File: src/rtl/hazard_unit_param_pkg.sv
// Shared definitions for the pipeline hazard unit: forwarding select codes,
// the "operand not used" Tuse marker and default multiply/divide latencies.
package hazard_unit_param_pkg;

  typedef logic [1:0] fwd_sel_t;

  // Forwarding mux select codes (D uses all four, E/M use RF/W/M only).
  localparam fwd_sel_t FWD_RF = 2'd0;
  localparam fwd_sel_t FWD_W  = 2'd1;
  localparam fwd_sel_t FWD_M  = 2'd2;
  localparam fwd_sel_t FWD_E  = 2'd3;

  localparam int unsigned TW_DEFAULT = 2;

  // All-ones Tuse marks an operand the instruction never reads.
  localparam logic [TW_DEFAULT-1:0] TUSE_NONE = '1;

  localparam int unsigned MULT_LAT_DEFAULT = 5;
  localparam int unsigned DIV_LAT_DEFAULT  = 10;

endpackage

File: src/rtl/hazard_unit_param_md_busy_ctr.sv
// HI/LO busy counter: loaded when a mult/div sits in E, counts down to zero.
module hazard_unit_param_md_busy_ctr
  import hazard_unit_param_pkg::*;
#(
  parameter int unsigned MULT_LAT = MULT_LAT_DEFAULT,
  parameter int unsigned DIV_LAT  = DIV_LAT_DEFAULT
) (
  input  logic clk,
  input  logic reset,
  input  logic start,
  input  logic is_div,
  output logic busy
);

  localparam int unsigned CW = $clog2(DIV_LAT + 1);
  localparam logic [CW-1:0] MultLoad = CW'(MULT_LAT - 1);
  localparam logic [CW-1:0] DivLoad  = CW'(DIV_LAT - 1);

  logic [CW-1:0] cnt_q, cnt_d;

  // Next count: reload on a start in E, otherwise count down and hold at zero.
  always_comb begin
    cnt_d = cnt_q;
    if (start) begin
      cnt_d = is_div ? DivLoad : MultLoad;
    end else if (cnt_q != '0) begin
      cnt_d = cnt_q - CW'(1);
    end
  end

  // Count register; reset aborts any operation in flight.
  always_ff @(posedge clk or negedge reset) begin
    if (!reset) begin
      cnt_q <= '0;
    end else begin
      cnt_q <= cnt_d;
    end
  end

  assign busy = (cnt_q != '0);

endmodule

File: src/rtl/hazard_unit_param.sv
// Pipeline hazard unit for the 5-stage core: tracks E/M/W destinations and
// Tnew, generates stall/flush controls and D/E/M forwarding selects.
module hazard_unit_param
  import hazard_unit_param_pkg::*;
#(
  parameter int unsigned REG_AW   = 5,
  parameter int unsigned TW       = TW_DEFAULT,
  parameter int unsigned MULT_LAT = MULT_LAT_DEFAULT,
  parameter int unsigned DIV_LAT  = DIV_LAT_DEFAULT,
  parameter bit          EN_MD    = 1'b1
) (
  input  logic              clk,
  input  logic              reset,
  input  logic [REG_AW-1:0] d_rs,
  input  logic [REG_AW-1:0] d_rt,
  input  logic [TW-1:0]     d_tuse_rs,
  input  logic [TW-1:0]     d_tuse_rt,
  input  logic [REG_AW-1:0] d_a3,
  input  logic [TW-1:0]     d_tnew,
  input  logic              d_md_start,
  input  logic              d_md_div,
  input  logic              d_md_use,
  output logic              en_pc,
  output logic              en_d,
  output logic              clr_e,
  output logic              md_busy,
  output logic [1:0]        fwd_rs_d,
  output logic [1:0]        fwd_rt_d,
  output logic [1:0]        fwd_rs_e,
  output logic [1:0]        fwd_rt_e,
  output logic              fwd_rt_m,
  output logic [REG_AW-1:0] a3_w
);

  localparam logic [TW-1:0] TuseUnused = {TW{1'b1}};

  logic [REG_AW-1:0] e_rs_q, e_rt_q, e_a3_q, m_rt_q, m_a3_q, w_a3_q;
  logic [TW-1:0]     e_tnew_q, m_tnew_q, w_tnew_q;
  logic              e_md_start_q, e_md_div_q;
  logic              stall, stall_rs, stall_rt, stall_md;

  function automatic logic [TW-1:0] sat_dec(input logic [TW-1:0] t);
    return (t == '0) ? '0 : t - TW'(1);
  endfunction

  // A producer forwards only once its result exists (Tnew == 0); $0 never matches.
  function automatic logic is_hit(input logic [REG_AW-1:0] a3, input logic [TW-1:0] tnew,
                                  input logic [REG_AW-1:0] x);
    return (a3 == x) && (a3 != '0) && (tnew == '0);
  endfunction

  // Stall when the consumer needs the value before the producer in E or M has it.
  function automatic logic needs_stall(input logic [REG_AW-1:0] x, input logic [TW-1:0] tuse,
                                       input logic [REG_AW-1:0] a3_e, input logic [TW-1:0] tnew_e,
                                       input logic [REG_AW-1:0] a3_m, input logic [TW-1:0] tnew_m);
    if (tuse == TuseUnused || x == '0) return 1'b0;
    return ((a3_e == x) && (tuse < tnew_e)) || ((a3_m == x) && (tuse < tnew_m));
  endfunction

  // Stage tracking: E takes D or a bubble, M and W always advance with Tnew ageing.
  always_ff @(posedge clk or negedge reset) begin
    if (!reset) begin
      e_rs_q       <= '0;
      e_rt_q       <= '0;
      e_a3_q       <= '0;
      e_tnew_q     <= '0;
      e_md_start_q <= 1'b0;
      e_md_div_q   <= 1'b0;
      m_rt_q       <= '0;
      m_a3_q       <= '0;
      m_tnew_q     <= '0;
      w_a3_q       <= '0;
      w_tnew_q     <= '0;
    end else begin
      if (stall) begin
        e_rs_q       <= '0;
        e_rt_q       <= '0;
        e_a3_q       <= '0;
        e_tnew_q     <= '0;
        e_md_start_q <= 1'b0;
        e_md_div_q   <= 1'b0;
      end else begin
        e_rs_q       <= d_rs;
        e_rt_q       <= d_rt;
        e_a3_q       <= d_a3;
        e_tnew_q     <= d_tnew;
        e_md_start_q <= d_md_start;
        e_md_div_q   <= d_md_div;
      end
      m_rt_q   <= e_rt_q;
      m_a3_q   <= e_a3_q;
      m_tnew_q <= sat_dec(e_tnew_q);
      w_a3_q   <= m_a3_q;
      w_tnew_q <= sat_dec(m_tnew_q);
    end
  end

  generate
    if (EN_MD) begin : g_md
      hazard_unit_param_md_busy_ctr #(
        .MULT_LAT (MULT_LAT),
        .DIV_LAT  (DIV_LAT)
      ) u_md_busy_ctr (
        .clk    (clk),
        .reset  (reset),
        .start  (e_md_start_q),
        .is_div (e_md_div_q),
        .busy   (md_busy)
      );
    end else begin : g_no_md
      assign md_busy = 1'b0;
    end
  endgenerate

  // Stall decision; an MD user also waits while a start is still sitting in E.
  always_comb begin
    stall_rs = needs_stall(d_rs, d_tuse_rs, e_a3_q, e_tnew_q, m_a3_q, m_tnew_q);
    stall_rt = needs_stall(d_rt, d_tuse_rt, e_a3_q, e_tnew_q, m_a3_q, m_tnew_q);
    stall_md = d_md_use && (md_busy || e_md_start_q);
    stall    = stall_rs || stall_rt || stall_md;
    en_pc    = ~stall;
    en_d     = ~stall;
    clr_e    = stall;
  end

  // Forwarding selects: D prefers E > M > W, E prefers M > W, M store data from W.
  always_comb begin
    fwd_rs_d = FWD_RF;
    if      (is_hit(e_a3_q, e_tnew_q, d_rs)) fwd_rs_d = FWD_E;
    else if (is_hit(m_a3_q, m_tnew_q, d_rs)) fwd_rs_d = FWD_M;
    else if (is_hit(w_a3_q, w_tnew_q, d_rs)) fwd_rs_d = FWD_W;

    fwd_rt_d = FWD_RF;
    if      (is_hit(e_a3_q, e_tnew_q, d_rt)) fwd_rt_d = FWD_E;
    else if (is_hit(m_a3_q, m_tnew_q, d_rt)) fwd_rt_d = FWD_M;
    else if (is_hit(w_a3_q, w_tnew_q, d_rt)) fwd_rt_d = FWD_W;

    fwd_rs_e = FWD_RF;
    if      (is_hit(m_a3_q, m_tnew_q, e_rs_q)) fwd_rs_e = FWD_M;
    else if (is_hit(w_a3_q, w_tnew_q, e_rs_q)) fwd_rs_e = FWD_W;

    fwd_rt_e = FWD_RF;
    if      (is_hit(m_a3_q, m_tnew_q, e_rt_q)) fwd_rt_e = FWD_M;
    else if (is_hit(w_a3_q, w_tnew_q, e_rt_q)) fwd_rt_e = FWD_W;

    fwd_rt_m = is_hit(w_a3_q, w_tnew_q, m_rt_q);
  end

  assign a3_w = w_a3_q;

endmodule

File: config.mk
export PLATFORM = sky130hd
export DESIGN_NAME = hazard_unit_param
export DESIGN_NICKNAME = d
export VERILOG_FILES = /design/src/rtl/hazard_unit_param_pkg.sv /design/src/rtl/hazard_unit_param_md_busy_ctr.sv /design/src/rtl/hazard_unit_param.sv
export SDC_FILE = /design/constraint.sdc
export NUM_CORES = 1
export LEC_CHECK = 0
export ABC_AREA = 1
export BUFFER_PORTS_ARGS = -buffer_cell sky130_fd_sc_hd__buf_4
export CAP_MARGIN = 25
export CORE_ASPECT_RATIO = 0.6
export CORE_MARGIN = 1
export CORE_UTILIZATION = 45
export CTS_CLUSTER_SIZE = 8
export DETAILED_ROUTE_END_ITERATION = 10
export PLACE_DENSITY = 0.77
export SYNTH_ARGS = -nofsm -noshare
export SYNTH_HDL_FRONTEND = slang
export SYNTH_SLANG_ARGS = --single-unit
export TNS_END_PERCENT = 30
File: constraint.sdc
create_clock -name clk -period 4.15 [get_ports clk]
set_input_delay 0.6225 -clock clk [delete_from_list [all_inputs] [get_ports clk]]
set_output_delay 0.6225 -clock clk [all_outputs]
set_load 0.005 [all_outputs]
==> impl_metrics.json <==
{
  "slowest_stage": "dfrtp_1",
  "min_period_ns": 2.79,
  "io_buffers": 43,
  "final_area_um2": 2890,
  "drc_errors": 0,
  "p_per_area_nw_per_um2": 457,
  "drtPass1Iterations": 4,
  "path_cells": "inv_1, ha_1, nand2_1, nor2_2, inv_1, nor2_1, inv_1, nand2_1, nand3_2, inv_1, buf_4",
  "clkTransAtPathRegs_ns": 0.08,
  "seq_power_share": 0.431,
  "fin_crit_sh": 0.672,
  "via_count": 2236,
  "setup_ws_ns": 1.36,
  "slowest_delay_ns": 0.40,
  "grt_pass1_vias": 2096,
  "syn_inst": 318,
  "setup-tns-final_ns": 0,
  "finalNetCount": 392,
  "yosys.area.top_type": "dfrtp_1",
  "cts_resized": 0,
  "holdBufCountCts": 0,
  "seq_area_frac_synth": 0.433,
  "crit_required_ns": 3.53,
  "fillCellCount": 469,
  "area_delta_synth_final_pct": 18.9,
  "hpwlAfterDp_um": 4750,
  "drive_above_1_share": 0.177,
  "grt_usage": 0.227,
  "fmax_ghz": 0.358,
  "power_frac_comb": 0.329,
  "post_dp_cell_area_um2": 2780,
  "vias_per_cell": 5.24,
  "synth-seq-cells": 42,
  "root_buffer": "clkbuf_8",
  "cpMostUsedCell": "inv_1",
  "die-height_um": 58.9,
  "htreeDepth": 2,
  "routedWlPerCell_um": 14.3,
  "synth.area.top_cells": "dfrtp_1 43%, nand2_1 11%, inv_1 7.9%",
  "ios": 44,
  "grt_first_pass_wirelength_um": 9970,
  "dp_slack_ns": 1.51,
  "max-cap-violations": 0,
  "hold_class": "in2async",
  "drt_iter0_markers": 277,
  "antennaDiodeCount": 0,
  "clk_latency_ns": 0.29,
  "netSwitchingFraction": 0.358,
  "postCtsSetupBuffers": 0,
  "startpoint_type": "flip-flop",
  "worst_pin_slew_ns": 0.523,
  "crit_type": "reg2out",
  "layout_commonest_cell": "nand2_1",
  "die_w_um": 96.9,
  "grt_max_degree": 43,
  "synth.distinct_cells": 27,
  "intPower_uw": 847,
  "core_um2": 5130,
  "antenna_found_initial": 0,
  "netlist_area_um2": 2430,
  "drtAntennaViolNets": 0,
  "switchingPower_uw": 472,
  "cp-end-kind": "primary output",
  "cts_tree": "built",
  "avgSynthCellArea_um2": 7.64,
  "start_util": 0.474,
  "drt-total-wl_um": 6110,
  "clock-sinks": 42,
  "yosysWarnings": 0,
  "hold_violations": 0,
  "peakVddDrop_mv": 0.243,
  "setup_viol": 0,
  "num_rows": 20,
  "p_clk_frac": 0.240,
  "gp_congestion": 0.989,
  "rsz0062_at_grt": "false",
  "layout_common_cells": "72 x nand2_1, 51 x inv_1, 44 x nor2_1",
  "die_area_um2": 5710,
  "final_cells": 427,
  "post-place-cells": 419,
  "slew_violations": 0,
  "syn_nets": 350,
  "cp_data_arrival_time_ns": 2.17,
  "relSlewSlack": 0.652,
  "status": "finished, final reports clean",
  "grt-ovfl-total": 0,
  "p_leak_nw": 1.55,
  "cts_made_buffers": 5,
  "fin_hold_ws_ns": 0.302,
  "critPathMaxFanout": 21,
  "final.setup_skew_ns": 0.00420,
  "clk_path_buf_depth": 2,
  "synth_top_area_share": 0.433
}
[cell type report]
type	count	area, µm²	area share
Inverter	57	214	0.0741
Tap cell	66	82.6	0.0286
Multi-Input combinational cell	211	1110	0.384
Clock buffer	5	68.8	0.0238
Clock inverter	3	40.0	0.0139
Sequential cell	42	1050	0.364
Timing Repair Buffer	43	323	0.112
[cell families after synthesis]
kind of cell               count (synthesis)  synth area share
and+or+nand+nor                          148             0.259
buffers and inverters                     65             0.111
xor gates and xnor gates                  23            0.0829
AOI/OAI and AO/OA                         34            0.0839
adders and majority gates                  6            0.0309
DFF                                       42             0.433
[flip-flops by register name, indices dropped and copies added, names as in the netlist]
| name | flops |
|---|---|
| e_rt_q | 5 |
| a3_w | 5 |
| e_rs_q | 5 |
| m_a3_q | 5 |
| e_md_start_q | 1 |
| e_a3_q | 5 |
| e_tnew_q | 2 |
| g_md.u_md_busy_ctr.cnt_q | 4 |
| e_md_div_q | 1 |
| w_tnew_q | 2 |
| m_tnew_q | 2 |
| m_rt_q | 5 |
[layer usage]
layer / vias to the layer above / GRT usage / share of wire
met2: 110 / 0.354 / 0.42
met1: 1037 / 0.324 / 0.48
met4: 0 / 0.0661 / 0.014
met3: 11 / 0.0451 / 0.089
li1: 1078 / - / -
met5: - / 0 / 0
[Yosys cell counts, drive strengths merged]
master	instances
clkbuf	3
or2	4
dfrtp	42
a211oi	1
o31ai	2
nor3	3
ha	6
nand2	72
nand3	6
o21ai	10
o22ai	6
o2111ai	4
nor4	2
nor2	46
nand4	15
buf	5
xnor2	15
inv	57
a21oi	11
xor2	8
[worst paths after layout]
| check | from | end | slack (ns) | cells after the start |
|---|---|---|---|---|
| min | reset | g_md.u_md_busy_ctr.cnt_q[3] | 0.30 | 1 |
| max reg2reg | g_md.u_md_busy_ctr.cnt_q[0] | e_rs_q[4] | 2.25 | 10 |
| max in group asynchronous | reset | e_rs_q[0] | 3.49 | 1 |
| min reg2reg | e_a3_q[2] | m_a3_q[2] | 0.44 | 0 |
| max | g_md.u_md_busy_ctr.cnt_q[0] | en_d | 1.36 | 11 |
| min in group clk | e_a3_q[2] | m_a3_q[2] | 0.44 | 0 |
[through the flow]
stage / util / power, mW
6_report: 0.563 / 1.32
3_5_place_dp: 0.542 / 1.00
4_1_cts: 0.563 / 1.32
5_1_grt: 0.563 / 1.40
3_3_place_gp: 0.542 / 0.985
2_1_floorplan: - / 0.850
[power groups by stage]
stage               clock, mW  combinational, mW  sequential, mW
floorplan                   0              0.313           0.537
global placement            0              0.414           0.570
detailed placement          0              0.429           0.574
CTS                     0.320              0.431           0.566
global route            0.335              0.489           0.577
finish                  0.317              0.434           0.568
[critical path: cells and delay by family, from the launching register on]
kind / cells / cell delay, ns
AND/OR/NAND/NOR: 5 / 0.73
flip-flops: 1 / 0.40
buffers and inverters: 5 / 0.59
adder cells (fa/ha/maj): 1 / 0.16
No activity file was read; power rests on OpenSTA's default activity.
